File: config.mk
export PLATFORM = sky130hd
export DESIGN_NAME = uart_rx_frame
export DESIGN_NICKNAME = d
export VERILOG_FILES = /design/src/rtl/uart_rx_pkg.sv /design/src/rtl/rx_fifo.sv /design/src/rtl/uart_rx_frame.sv
export SDC_FILE = /design/constraint.sdc
export NUM_CORES = 1
export LEC_CHECK = 0
export CAP_MARGIN = 30
export CORE_MARGIN = 4
export CORE_UTILIZATION = 40
export CTS_CLUSTER_DIAMETER = 120
export CTS_CLUSTER_SIZE = 40
export DETAILED_ROUTE_END_ITERATION = 7
export SLEW_MARGIN = 20
export SYNTH_ARGS = -nofsm -noshare
export SYNTH_HDL_FRONTEND = slang
export SYNTH_HIERARCHICAL = 1
export SYNTH_SLANG_ARGS = --single-unit
File: constraint.sdc
create_clock -name clock -period 5.48 [get_ports clock]
set_clock_uncertainty 0.05 [all_clocks]
set_input_delay 1.096 -clock clock [delete_from_list [all_inputs] [get_ports clock]]
set_output_delay 1.096 -clock clock [all_outputs]
set_load 0.01 [all_outputs]
File: src/rtl/uart_rx_pkg.sv
// Shared definitions for the oversampled UART frame receiver.
// FSM state encodings, tick divider helper and synchroniser depth.
package uart_rx_pkg;

   localparam int SYNC_STAGES = 2;

   typedef logic [2:0] rx_state_t;

   localparam rx_state_t ST_IDLE   = 3'd0;
   localparam rx_state_t ST_START  = 3'd1;
   localparam rx_state_t ST_DATA   = 3'd2;
   localparam rx_state_t ST_PARITY = 3'd3;
   localparam rx_state_t ST_STOP   = 3'd4;
   localparam rx_state_t ST_BREAK  = 3'd5;

   function automatic int tick_div(input int clk_hz, input int baud, input int os);
      return clk_hz / (baud * os);
   endfunction

endpackage

File: src/rtl/rx_fifo.sv
// Small synchronous FIFO with a combinational head read.
// A push into a full FIFO is only taken when a pop happens in the same cycle.
module rx_fifo #(
   parameter int WIDTH = 8,
   parameter int DEPTH = 4
) (
   input  logic                     clk,
   input  logic                     rst,
   input  logic                     push,
   input  logic                     pop,
   input  logic [WIDTH-1:0]         wdata,
   output logic [WIDTH-1:0]         rdata,
   output logic                     full,
   output logic                     empty,
   output logic [$clog2(DEPTH):0]   count
);

   localparam int AW = $clog2(DEPTH);

   logic [WIDTH-1:0] r_mem [DEPTH];
   logic [AW-1:0]    r_wr;
   logic [AW-1:0]    r_rd;
   logic [AW:0]      r_cnt;
   logic             w_do_push;
   logic             w_do_pop;

   assign full      = (r_cnt == (AW+1)'(DEPTH));
   assign empty     = (r_cnt == '0);
   assign count     = r_cnt;
   assign rdata     = r_mem[r_rd];
   assign w_do_pop  = pop && !empty;
   assign w_do_push = push && (!full || w_do_pop);

   always_ff @(posedge clk) begin
      if (w_do_push) begin
         r_mem[r_wr] <= wdata;
      end
   end

   always_ff @(posedge clk) begin
      if (rst) begin
         r_wr  <= '0;
         r_rd  <= '0;
         r_cnt <= '0;
      end else begin
         if (w_do_push) begin
            r_wr <= r_wr + 1'b1;
         end
         if (w_do_pop) begin
            r_rd <= r_rd + 1'b1;
         end
         unique case ({w_do_push, w_do_pop})
            2'b10:   r_cnt <= r_cnt + 1'b1;
            2'b01:   r_cnt <= r_cnt - 1'b1;
            default: r_cnt <= r_cnt;
         endcase
      end
   end

endmodule

File: src/rtl/uart_rx_frame.sv
// Oversampled UART receiver feeding a word FIFO with valid/ready output.
// Define UART_RX_PARITY_EN to expect a parity bit between data and stop.
module uart_rx_frame
   import uart_rx_pkg::*;
#(
   parameter int CLK_HZ     = 50000000,
   parameter int BAUD       = 9600,
   parameter int OVERSAMPLE = 16,
   parameter int DATA_BITS  = 8,
   parameter int INSTR_BITS = 4,
   parameter int FIFO_DEPTH = 4,
   parameter int PARITY_ODD = 0
) (
   input  logic                            clock,
   input  logic                            reset,
   input  logic                            in,
   output logic                            out_valid,
   input  logic                            out_ready,
   output logic [INSTR_BITS-1:0]           instrucao,
   output logic [DATA_BITS-INSTR_BITS-1:0] dado,
   output logic                            frame_err,
   output logic                            parity_err,
   output logic                            overrun,
   output logic [$clog2(FIFO_DEPTH):0]     fifo_count
);

   localparam int TICK_DIV = tick_div(CLK_HZ, BAUD, OVERSAMPLE);
   localparam int DW       = (TICK_DIV > 1) ? $clog2(TICK_DIV) : 1;
   localparam int SW       = $clog2(OVERSAMPLE);
   localparam int BW       = $clog2(DATA_BITS + 1);

   if (TICK_DIV < 1) begin : g_bad_div
      $error("uart_rx_frame: CLK_HZ/(BAUD*OVERSAMPLE) must be >= 1");
   end

   logic [SYNC_STAGES-1:0] r_sync;
   logic [DW-1:0]          r_div;
   rx_state_t              r_state;
   logic [SW-1:0]          r_scnt;
   logic [BW-1:0]          r_bcnt;
   logic [DATA_BITS-1:0]   r_shift;
   logic                   r_ferr;
   logic                   r_ovr;

   logic                   w_rxs;
   logic                   w_tick;
   logic                   w_half;
   logic                   w_mid;
   logic                   w_push;
   logic                   w_pop;
   logic                   w_full;
   logic                   w_empty;
   logic                   w_par_bad;
   logic [DATA_BITS-1:0]   w_head;

   assign w_rxs  = r_sync[SYNC_STAGES-1];
   assign w_tick = (r_div == DW'(TICK_DIV - 1));
   assign w_half = (r_scnt == SW'(OVERSAMPLE/2 - 1));
   assign w_mid  = (r_scnt == SW'(OVERSAMPLE - 1));

   always_ff @(posedge clock) begin
      if (reset) begin
         r_sync <= '1;
         r_div  <= '0;
      end else begin
         r_sync <= {r_sync[SYNC_STAGES-2:0], in};
         r_div  <= w_tick ? '0 : r_div + 1'b1;
      end
   end

`ifdef UART_RX_PARITY_EN
   localparam rx_state_t ST_AFTER_DATA = ST_PARITY;

   logic r_perr;
   logic r_par_bad;
   logic w_par_sample;
   logic w_par_miss;

   assign w_par_sample = (r_state == ST_PARITY) && w_tick && w_mid;
   assign w_par_miss   = w_rxs != (^r_shift ^ PARITY_ODD[0]);
   assign w_par_bad    = r_par_bad;
   assign parity_err   = r_perr;

   always_ff @(posedge clock) begin
      if (reset) begin
         r_perr    <= 1'b0;
         r_par_bad <= 1'b0;
      end else begin
         r_perr <= w_par_sample && w_par_miss;
         if (r_state == ST_IDLE) begin
            r_par_bad <= 1'b0;
         end else if (w_par_sample && w_par_miss) begin
            r_par_bad <= 1'b1;
         end
      end
   end
`else
   localparam rx_state_t ST_AFTER_DATA = ST_STOP;

   logic w_unused_par;

   assign w_unused_par = PARITY_ODD[0];
   assign w_par_bad    = 1'b0;
   assign parity_err   = 1'b0;
`endif

   always_ff @(posedge clock) begin
      if (reset) begin
         r_state <= ST_IDLE;
         r_scnt  <= '0;
         r_bcnt  <= '0;
         r_shift <= '0;
         r_ferr  <= 1'b0;
      end else begin
         r_ferr <= 1'b0;
         unique case (r_state)
            ST_IDLE: begin
               if (!w_rxs) begin
                  r_scnt  <= '0;
                  r_bcnt  <= '0;
                  r_state <= ST_START;
               end
            end
            ST_START: begin
               if (w_tick) begin
                  if (w_half) begin
                     r_scnt  <= '0;
                     r_state <= w_rxs ? ST_IDLE : ST_DATA;
                  end else begin
                     r_scnt <= r_scnt + 1'b1;
                  end
               end
            end
            ST_DATA: begin
               if (w_tick) begin
                  if (w_mid) begin
                     r_scnt  <= '0;
                     r_shift <= {w_rxs, r_shift[DATA_BITS-1:1]};
                     r_bcnt  <= r_bcnt + 1'b1;
                     if (r_bcnt == BW'(DATA_BITS - 1)) begin
                        r_state <= ST_AFTER_DATA;
                     end
                  end else begin
                     r_scnt <= r_scnt + 1'b1;
                  end
               end
            end
`ifdef UART_RX_PARITY_EN
            ST_PARITY: begin
               if (w_tick) begin
                  if (w_mid) begin
                     r_scnt  <= '0;
                     r_state <= ST_STOP;
                  end else begin
                     r_scnt <= r_scnt + 1'b1;
                  end
               end
            end
`endif
            ST_STOP: begin
               if (w_tick) begin
                  if (w_mid) begin
                     r_scnt <= '0;
                     if (w_rxs) begin
                        r_state <= ST_IDLE;
                     end else begin
                        // a parity failure already reported this frame
                        r_ferr  <= !w_par_bad;
                        r_state <= ST_BREAK;
                     end
                  end else begin
                     r_scnt <= r_scnt + 1'b1;
                  end
               end
            end
            ST_BREAK: begin
               if (w_rxs) begin
                  r_state <= ST_IDLE;
               end
            end
            default: r_state <= ST_IDLE;
         endcase
      end
   end

   assign w_push = (r_state == ST_STOP) && w_tick && w_mid && w_rxs && !w_par_bad;
   assign w_pop  = !w_empty && out_ready;

   always_ff @(posedge clock) begin
      if (reset) begin
         r_ovr <= 1'b0;
      end else if (w_push && w_full && !w_pop) begin
         r_ovr <= 1'b1;
      end
   end

   rx_fifo #(
      .WIDTH (DATA_BITS),
      .DEPTH (FIFO_DEPTH)
   ) u_fifo (
      .clk   (clock),
      .rst   (reset),
      .push  (w_push),
      .pop   (w_pop),
      .wdata (r_shift),
      .rdata (w_head),
      .full  (w_full),
      .empty (w_empty),
      .count (fifo_count)
   );

   assign out_valid = !w_empty;
   assign frame_err = r_ferr;
   assign overrun   = r_ovr;
   assign {instrucao, dado} = w_empty ? '0 : w_head;

endmodule

==> out/results.tsv <==
stage	metric	value	unit
global_routing	largest net degree at the start of global routing	34	
floorplan	Die Footprint	0.009827	mm^2
clocking	setup bufs post-CTS	0	
timing	Slew Viols, Final	0	
layout	fin nets	316	
floorplan	Die Span X	99.13	um
logic_synthesis	Synth async-reset ratio	0	%
drt	wire length per cell	13.52	um
logic_synthesis	Post-synth EDFFs	32	
placement	Port-buffer cells	17	
power	combinational share of power	8.2	%
drt	total routed wirelength	5531	um
floorplan	Initial Util	42.12	%
clocking	CTS sink cnt	73	
logic_synthesis	dominant synthesized flop cell	dfxtp_1	
min_path	Hold Crit Class	reg -> reg	
clocking	number of H-tree levels	3	
power	Peak supply drop	0.1820	mV
placement	HPWL Detailed	3725	um
global_routing	first-pass GRT wire length	9666	um
critical_path	worst endpoint required time	4.33	ns
power	PD cells	278.4	mW/mm^2
logic_synthesis	library cells used by synthesis	62	
logic_synthesis	Syn. warnings	6	
clocking	Num CTS Buffers	9	
timing	Least-Margin Pin Slew	0.5351	ns
clocking	Root Driver	clkbuf_8	
drt	Routed Antenna Nets	0	
timing	Max Freq	0.2999	GHz
placement	GPL Wtd Cong	0.7240	
drt	# DRC	0	
layout	ratio of cells with drive above 1 in the final layout	16.61	%
critical_path	Setup CP Type	reg -> out	
power	Clk pwr share	35.2	%
timing	fin crit share	60.85	%
timing	Rel. slew slack	64.28	%
clocking	# hold bufs at CTS	0	
floorplan	area of the core	0.007888	mm^2
clocking	worst skew pair latency	0.34	ns
layout	area of the multi-input gates	0.001388	mm^2
drt	Via density	4.941	
layout	Inserted Diodes	0	
clocking	Post-CTS Resized	0	
layout	FF/Latch Area	0.001782	mm^2
global_routing	initial antenna violation count	0	
drt	total number of vias	2021	
timing	final hold vios	0	
power	Power Total	1.032	mW
logic_synthesis	synthesized area	0.003322	mm^2
critical_path	Startpoint Class	flop	
global_routing	GRT Total Usage	12.30	%
power	internal cell power	0.7710	mW
clocking	Clock Tree Buf Depth	2	
logic_synthesis	#FFs+latches synth	73	
power	Leak	1.263	nW
drt	1st-pass router iterations	4	
logic_synthesis	syn_area_per_cell	11.70	um^2
critical_path	crit-path max FO	8	
floorplan	die span in y	99.13	um
critical_path	CP endpoint kind	output port	
timing	Final min period	3.334	ns
layout	Layout area overhead	11.56	%
power	sequential share of power	56.6	%
run	Max-Cap Viols	0	
logic_synthesis	Syn Nets	298	
timing	unrepaired setup endpoints after global routing	no	
global_routing	vias in the first global route	2037	
drt	1st-iter DRT viols	109	
timing	Setup violations, final	0	
logic_synthesis	sequential element share of the synthesized area	53.63	%
power	Switching Share	25.28	%
critical_path	Worst Path Arrival	2.19	ns
run_status	outcome	finished, final reports clean	
floorplan	row count	32	
global_routing	remaining global-route overflow	0	
timing	setup_tns	0	ns
power	switching pwr	0.2609	mW
clocking	CTS tree	yes	
logic_synthesis	Cells after Synth	284	
layout	Fill cells	722	
floorplan	I/O Pins	19	
clocking	Reg clk slew, reported paths	0.08	ns
[cell usage in the layout (no fill, tap or decap), types with 2 or more instances in the layout]
cell type        Yosys  layout
nor3b_1              2       2
a21oi_2              2       2
mux2i_1              4       4
and4bb_4             2       2
clkbuf_8             3       9
nand2_1             25      25
nand4b_1             2       2
mux4_2               8       8
a21oi_1             14      14
nand2b_1             3       3
nand3b_1             2       2
ha_1                 9       9
xor2_1              10      10
nor2b_1             10      10
buf_4                1       2
edfxtp_1            32      32
dfxtp_1             41      41
a31oi_1              3       3
nand3_1             11      11
and3_1               4       4
nand4_1              3       3
and2_1               2       2
o21ai_0              8       8
inv_1               14      14
or2_2                2       2
and2_2               4       4
clkinv_4             0       2
and3_4               2       2
nor3_1               4       4
clkdlybuf4s50_1      0      17
nor2_1              21      21
[flip-flops by register name (all words and copies together), names as in the netlist, named ones only]
name          flops
frame_err         1
overrun           1
r_bcnt            4
r_div             9
r_scnt            4
r_shift           8
r_state           3
r_sync            2
u_fifo/count      3
u_fifo/r_mem     32
u_fifo/r_rd       2
u_fifo/r_wr       2
[per-layer routing]
metal	GRT usage, %	vias up	share of wire, %
met5	0	-	0
met4	4.727	0	0.89
met3	3.717	4	3.5
met2	19.68	27	47
met1	15.67	946	49
li1	-	1044	-
[cells in the mapped netlist, types with 8 or more instances]
master	n	share of area, %
a21oi_1	14	2.1
dfxtp_1	41	25
edfxtp_1	32	29
ha_1	9	3.4
inv_1	14	1.6
mux4_2	8	5.4
nand2_1	25	2.8
nand3_1	11	1.7
nor2_1	21	2.4
nor2b_1	10	1.9
o21ai_0	8	1.2
xor2_1	10	2.6
[cell families after synthesis]
group / Yosys count / synth area share (%)
other: 1 / 0.1129
flip-flops: 73 / 53.63
AO/OA/AOI/OAI: 41 / 8.626
AND/OR/NAND/NOR: 109 / 19.06
adder cells (fa/ha/maj): 10 / 3.993
buffers and inverters: 26 / 4.595
multiplexers: 13 / 7.081
XOR/XNOR: 11 / 2.900
[power groups by stage]
| stage | clock network, mW | registers [mW] | logic [mW] |
|---|---|---|---|
| CTS | 0.377 | 0.584 | 0.0854 |
| global placement | 0 | 0.596 | 0.0854 |
| global route | 0.406 | 0.586 | 0.0942 |
| finish | 0.363 | 0.584 | 0.0848 |
| floorplan | 0 | 0.586 | 0.0856 |
| detailed placement | 0 | 0.597 | 0.0850 |
[path summary, 6_finish.rpt]
path	from	end	slack, ns	depth (start not counted)
worst max-delay path	flop	instrucao[3]	2.15	3
worst min-delay path	r_sync[0]$_SDFF_PP1_	r_sync[1]$_SDFF_PP1_	0.36	1
worst max register to register	r_div[0]$_SDFF_PP0_	u_fifo/count[2]$_SDFFE_PP0P_	2.54	13
worst min register to register	r_sync[0]$_SDFF_PP1_	r_sync[1]$_SDFF_PP1_	0.36	1
[metrics by stage]
step	cell area (um^2)	hold WS (ns)	utilization (%)	std cells	setup WS [ns]
after floorplan	3322	0.3395	-	284	2.615
after global placement	3535	0.3467	44.81	393	2.041
after detailed placement	3535	0.3488	44.81	393	2.002
after CTS	3706	0.3675	46.99	409	2.089
after global routing	3706	0.3866	46.99	409	1.991
final	3706	0.3636	46.99	409	2.146
[final cells by class]
class / instances / area share (%)
sequential: 73 / 48.08
clock buffer: 10 / 3.444
multi-input combinational: 185 / 37.44
tap: 102 / 3.444
timing repair buffer: 19 / 4.997
inverter: 14 / 1.418
clock inverter: 6 / 1.182
[worst max-delay path, cell delays in order (launching register included)]
cell and delay, ns:
dfxtp_1 0.66, mux4_2 0.56, nor2b_1 0.14, clkdlybuf4s50_1 0.49
Note: power is estimated with default switching activity, not from simulation.
